==> config.mk <==
export PLATFORM = sky130hd
export DESIGN_NAME = guard_recovery_ctrl
export DESIGN_NICKNAME = d
export VERILOG_FILES = /design/src/rtl/guard_recovery_ctrl.sv
export SDC_FILE = /design/constraint.sdc
export NUM_CORES = 1
export LEC_CHECK = 0
export CORE_ASPECT_RATIO = 1.25
export CORE_MARGIN = 2
export CORE_UTILIZATION = 34
export CTS_BUF_LIST = sky130_fd_sc_hd__clkbuf_8
export CTS_CLUSTER_DIAMETER = 30
export CTS_CLUSTER_SIZE = 30
export DETAILED_ROUTE_END_ITERATION = 10
export GPL_ROUTABILITY_DRIVEN = 1
export PLACE_DENSITY = 0.71
export REMOVE_ABC_BUFFERS = 1
export SKIP_CTS_REPAIR_TIMING = 1
export SLEW_MARGIN = 20
export SYNTH_ARGS = -nofsm -noshare
export SYNTH_HDL_FRONTEND = slang
export SYNTH_SLANG_ARGS = --single-unit
==> constraint.sdc <==
create_clock -name clk_i -period 4.9 [get_ports clk_i]
set_input_delay 0.49 -clock clk_i [delete_from_list [all_inputs] [get_ports clk_i]]
set_output_delay 0.49 -clock clk_i [all_outputs]
set_load 0.03 [all_outputs]
==> src/rtl/guard_recovery_ctrl.sv <==
// Recovery sequencer for the AXI subordinate guard: holds the subordinate in reset,
// replays the guard config over Regbus, clears the guard irq, then acknowledges the reset.
module guard_recovery_ctrl #(
   parameter int unsigned RegAddrWidth  = 32,
   parameter int unsigned RegDataWidth  = 32,
   parameter int unsigned RstCycles     = 16,
   parameter int unsigned NumCfg        = 2,
   parameter logic [NumCfg-1:0][RegAddrWidth-1:0] CfgAddr = '0,
   parameter logic [NumCfg-1:0][RegDataWidth-1:0] CfgData = '0,
   parameter logic [RegAddrWidth-1:0] IrqClrAddr = '0,
   parameter int unsigned TimeoutCycles = 255
) (
   input  logic                      clk_i,
   input  logic                      rst_ni,
   input  logic                      enable_i,
   input  logic                      rst_req_i,
   input  logic                      irq_i,
   output logic                      sub_rst_no,
   output logic                      rst_stat_o,
   output logic [RegAddrWidth-1:0]   reg_req_addr_o,
   output logic                      reg_req_write_o,
   output logic [RegDataWidth-1:0]   reg_req_wdata_o,
   output logic [RegDataWidth/8-1:0] reg_req_strb_o,
   output logic                      reg_req_valid_o,
   input  logic [RegDataWidth-1:0]   reg_rsp_rdata_i,
   input  logic                      reg_rsp_error_i,
   input  logic                      reg_rsp_ready_i,
   output logic                      busy_o,
   output logic                      err_o,
   output logic [7:0]                recov_cnt_o
);

   localparam int unsigned CntW = (RstCycles > 1) ? $clog2(RstCycles) : 1;
   localparam int unsigned IdxW = (NumCfg > 1) ? $clog2(NumCfg) : 1;
   localparam int unsigned TmoW = $clog2(TimeoutCycles + 1);
   localparam logic [CntW-1:0] RstLoad = CntW'(RstCycles - 1);
   localparam logic [IdxW-1:0] IdxLast = IdxW'(NumCfg - 1);
   localparam logic [TmoW-1:0] TmoLast = TmoW'(TimeoutCycles - 1);

   typedef enum logic [2:0] {
      IDLE,
      ASSERT_RST,
      CFG,
      CLR_IRQ,
      DONE,
      WAIT_CLR
   } state_e;

   state_e                    state_q, state_d;
   logic [CntW-1:0]           cnt_q, cnt_d;
   logic [IdxW-1:0]           idx_q, idx_d;
   logic [TmoW-1:0]           tmo_q, tmo_d;
   logic                      err_q, err_d;
   logic [7:0]                recov_q, recov_d;
   logic                      sub_rst_q, rst_stat_q, busy_q, valid_q;
   logic [RegAddrWidth-1:0]   addr_q, addr_d;
   logic [RegDataWidth-1:0]   wdata_q, wdata_d;

   logic unused_inputs;
   assign unused_inputs = ^{reg_rsp_rdata_i, irq_i};

   always_comb begin
      state_d = state_q;
      cnt_d   = cnt_q;
      idx_d   = idx_q;
      tmo_d   = tmo_q;
      err_d   = err_q;
      recov_d = recov_q;
      unique case (state_q)
         IDLE: begin
            if (enable_i && rst_req_i) begin
               state_d = ASSERT_RST;
               err_d   = 1'b0;
               cnt_d   = RstLoad;
               idx_d   = '0;
            end
         end
         ASSERT_RST: begin
            if (cnt_q == '0) begin
               state_d = CFG;
               tmo_d   = '0;
            end else begin
               cnt_d = cnt_q - 1'b1;
            end
         end
         CFG, CLR_IRQ: begin
            // An error response or a timeout abandons the rest of the replay.
            if (reg_rsp_ready_i) begin
               tmo_d = '0;
               if (reg_rsp_error_i) begin
                  err_d   = 1'b1;
                  state_d = DONE;
               end else if (state_q == CLR_IRQ) begin
                  state_d = DONE;
               end else if (idx_q == IdxLast) begin
                  state_d = CLR_IRQ;
               end else begin
                  idx_d = idx_q + 1'b1;
               end
            end else if (tmo_q == TmoLast) begin
               err_d   = 1'b1;
               state_d = DONE;
            end else begin
               tmo_d = tmo_q + 1'b1;
            end
         end
         DONE: begin
            state_d = WAIT_CLR;
            if (!err_q && recov_q != 8'hFF) begin
               recov_d = recov_q + 8'd1;
            end
         end
         WAIT_CLR: begin
            if (!rst_req_i) begin
               state_d = IDLE;
            end
         end
         default: state_d = IDLE;
      endcase
   end

   always_comb begin
      addr_d  = '0;
      wdata_d = '0;
      if (state_d == CFG) begin
         addr_d  = CfgAddr[idx_d];
         wdata_d = CfgData[idx_d];
      end else if (state_d == CLR_IRQ) begin
         addr_d  = IrqClrAddr;
         wdata_d = RegDataWidth'(1);
      end
   end

   // Outputs are registered from the next-state so they line up with the state they describe.
   always_ff @(posedge clk_i or negedge rst_ni) begin
      if (!rst_ni) begin
         state_q    <= IDLE;
         cnt_q      <= '0;
         idx_q      <= '0;
         tmo_q      <= '0;
         err_q      <= 1'b0;
         recov_q    <= '0;
         sub_rst_q  <= 1'b1;
         rst_stat_q <= 1'b0;
         busy_q     <= 1'b0;
         valid_q    <= 1'b0;
         addr_q     <= '0;
         wdata_q    <= '0;
      end else begin
         state_q    <= state_d;
         cnt_q      <= cnt_d;
         idx_q      <= idx_d;
         tmo_q      <= tmo_d;
         err_q      <= err_d;
         recov_q    <= recov_d;
         sub_rst_q  <= (state_d != ASSERT_RST);
         rst_stat_q <= (state_d == DONE);
         busy_q     <= !(state_d inside {IDLE, WAIT_CLR});
         valid_q    <= (state_d inside {CFG, CLR_IRQ});
         addr_q     <= addr_d;
         wdata_q    <= wdata_d;
      end
   end

   assign sub_rst_no      = sub_rst_q;
   assign rst_stat_o      = rst_stat_q;
   assign busy_o          = busy_q;
   assign err_o           = err_q;
   assign recov_cnt_o     = recov_q;
   assign reg_req_valid_o = valid_q;
   assign reg_req_write_o = valid_q;
   assign reg_req_addr_o  = addr_q;
   assign reg_req_wdata_o = wdata_q;
   assign reg_req_strb_o  = valid_q ? '1 : '0;

endmodule

==> flow_summary.yaml <==
status:
  outcome: "completed"
clock_network:
  htree_levels: 2
  clk_path_buf_depth: 2
  cts.sinks: 30
  clk_latency_ns: 0.28
  cts_inserted_buffers: 5
  clockRootBuffer: "clkbuf_8"
  cts_tree: "yes"
  path_clk_slew_ns: 0.07
route:
  vias: 1343
  viasPerCell: 4.43
  ant_nets: 0
  routed_wl_mm: 3.29
  first_iter_violations: 72
  drtPass1Iterations: 4
  post-route-drc-count: 0
  wl_per_cell_um: 10.9
worst_hold_path:
  min_from: "recov_cnt_o[6]"
  hold_path.class: "reg -> reg"
grt:
  grt_max_degree: 31
  gr-usage-met2: 0.167
  grt_use_total: 0.105
  grtUsageMet1: 0.133
  met3_usage: 0.0325
  antenna_found_initial: 0
  busiest_layer: "met2"
  grt.overflow.total: 0
  grt_pass1_wl_mm: 5.47
  grt_pass1_vias: 1202
floorplan:
  die_height_um: 89.9
  die_w_um: 72.7
  io_pins: 121
  coreArea_um2: 5740
  start_util: 0.350
  design.die.area_um2: 6540
  rows: 31
power_and_ir_drop:
  p_per_area_nw_per_um2: 521
  ir_drop_mv: 0.166
  p_leak_nw: 0.988
  power_w: 0.00111
timing:
  clock.fmax_ghz: 0.469
  skew_ns: 0.00673
  rsz0062_at_grt: "no"
  finalHoldViolations: 0
  setup_viol: 0
  timing.final.crit_share: 0.435
  period_minus_slack_ns: 2.13
  worst_slew_pin_slew_ns: 0.950
  timing.setup.tns_ns: 0
  relSlewSlack: 0.365
  slew_violations: 0
  worst_slack_ns: 2.77
place:
  place_area_um2: 2040
  place.port_buffers: 24
  dp_hpwl_mm: 2.40
  globalplace.congestion: 0.757
  detailedPlace.worstSlack_ns: 2.50
yosys:
  netlist_area_um2: 2010
  synth_edf_count: 0
  yosys_warnings: 0
  synthDistinctLibCells: 40
  synthCells: 215
  synth-main-ff-cell: "dfrtp_1"
  yosysTopAreaCell: "dfrtp_1"
  synth_async_sr_flop_share: 1.00
  avgSynthCellArea_um2: 9.34
  synth.area.top_cells: "dfrtp_1 36%, buf_4 25%, nand3_1 2.7%, xor2_1 2.6%, ha_1 2.5%"
  synth_seq_cells: 30
  netlist.area_leader.share: 0.361
  synth_seq_area_share: 0.374
setup_path:
  cp.buffers_inverters: 1
  worstPathCellList: "clkdlybuf4s50_1 -> nor4b_2 -> nor4_1 -> mux2i_1"
  critPathKind: "in -> reg"
  crit_path_end_kind: "flip-flop"
  cpMaxStageDelayCell: "nor4b_2"
  cp.required_ns: 5.05
  cp-startpoint: "reg_rsp_ready_i"
  rr_startpoint: "tmo_q[0]"
  cp_top_family: "simple AND/OR/NAND/NOR gates"
  slowest_delay_ns: 0.90
  worstPathArrival_ns: 2.28
  path_max_fanout: 13
  cp-start-kind: "input pin"
layout:
  drive_gt1_frac: 0.0675
  fin_nets: 279
  synthToLayoutAreaGrowth_pct: 6.17
  final_util: 0.371
  diodes: 0
  finalInstanceArea_um2: 2130
job:
  drv_cap: 0
layout by cell type (no fill, tap or decap), types with 3 or more instances in the layout:
cell             instances
nor3_1                   5
nor2_1                   9
xor2_1                   6
or4_1                    5
o21ai_0                  7
inv_1                    5
o21a_1                   3
ha_1                     4
a21oi_1                  9
nand3_1                 11
dfrtp_1                 29
nand2_1                 13
conb_1                  63
o31ai_1                  6
clkbuf_8                 6
clkdlybuf4s50_1         24
stage by stage:
| stage | std cells | hold WS [ns] |
|---|---|---|
| finish | 303 | 0.503 |
| global route | 303 | 0.520 |
| CTS | 303 | 0.503 |
| detailed placement | 295 | 0.493 |
| global placement | 295 | 0.492 |
| floorplan | 204 | 0.194 |
power breakdown:
group / switching, W / total, W / internal [W] / leakage, nW
clock: 0.0000944 / 0.000207 / 0.000113 / 0.0472
combinational: 0.000303 / 0.000482 / 0.000179 / 0.555
sequential: 0.0000902 / 0.000422 / 0.000332 / 0.386
layer usage:
metal / vias to the layer above / part of all wire
met5: - / 0
met4: 0 / 0.0088
met3: 4 / 0.084
met2: 62 / 0.49
met1: 630 / 0.41
li1: 647 / -
area by class of cell:
type	count	area (um2)
repair buffers	25	248
inverters	5	18.8
clock buffers	6	82.6
fillers	585	3610
flip-flops and latches	30	752
well taps	66	82.6
multi-input cells	169	936
clock inverters	2	12.5
cell usage after synthesis (2+ instances only):
cell type,number
buf_4,68
dfrtp_1,29
nand2_1,13
nand3_1,11
a21oi_1,9
nor2_1,9
o21ai_0,7
o31ai_1,6
xor2_1,6
inv_1,5
nor3_1,5
or4_1,5
buf_2,4
ha_1,4
o21a_1,3
and3_1,2
mux2i_1,2
nand2b_1,2
nand4_1,2
nor4b_1,2
or3_1,2
registers in the layout (all words and copies together), names as in the netlist:
signal / flops
recov_cnt_o: 8
sub_rst_no: 1
err_o: 1
reg_req_valid_o: 1
tmo_q: 8
reg_req_wdata_o: 1
idx_q: 1
state_q: 3
cnt_q: 4
busy_o: 1
rst_stat_o: 1
worst reg2reg max path: cells and delay by family, from the launching register on:
kind / cells / cell delay, ns
multiplexers: 1 / 0.16
buffers and inverters: 1 / 0.08
flip-flops: 1 / 0.43
AND/OR/NAND/NOR: 3 / 1.09
adder cells (fa/ha/maj): 1 / 0.14
worst paths after layout:
path | end | slack [ns] | depth (start not counted)
max in group asynchronous | sub_rst_no | 3.98 | 2
min reg2reg | recov_cnt_o[6] | 0.50 | 1
min | recov_cnt_o[6] | 0.50 | 1
max reg2reg | tmo_q[7] | 2.88 | 6
min in group asynchronous | tmo_q[0] | 0.61 | 2
max | tmo_q[7] | 2.77 | 4
logic make-up (layout without fill, tap and decap cells):
| group | count (synthesis) | in the layout | share of synthesized area |
|---|---|---|---|
| AO/OA/AOI/OAI | 31 | 31 | 0.105 |
| XOR/XNOR | 7 | 7 | 0.0305 |
| adder cells (fa/ha/maj) | 4 | 4 | 0.0249 |
| buffers and inverters | 78 | 38 | 0.275 |
| flip-flops | 30 | 30 | 0.374 |
| multiplexers | 3 | 3 | 0.0156 |
| other | 1 | 63 | 0.00187 |
| AND/OR/NAND/NOR | 61 | 61 | 0.172 |
(Power assumes the default switching activity.)
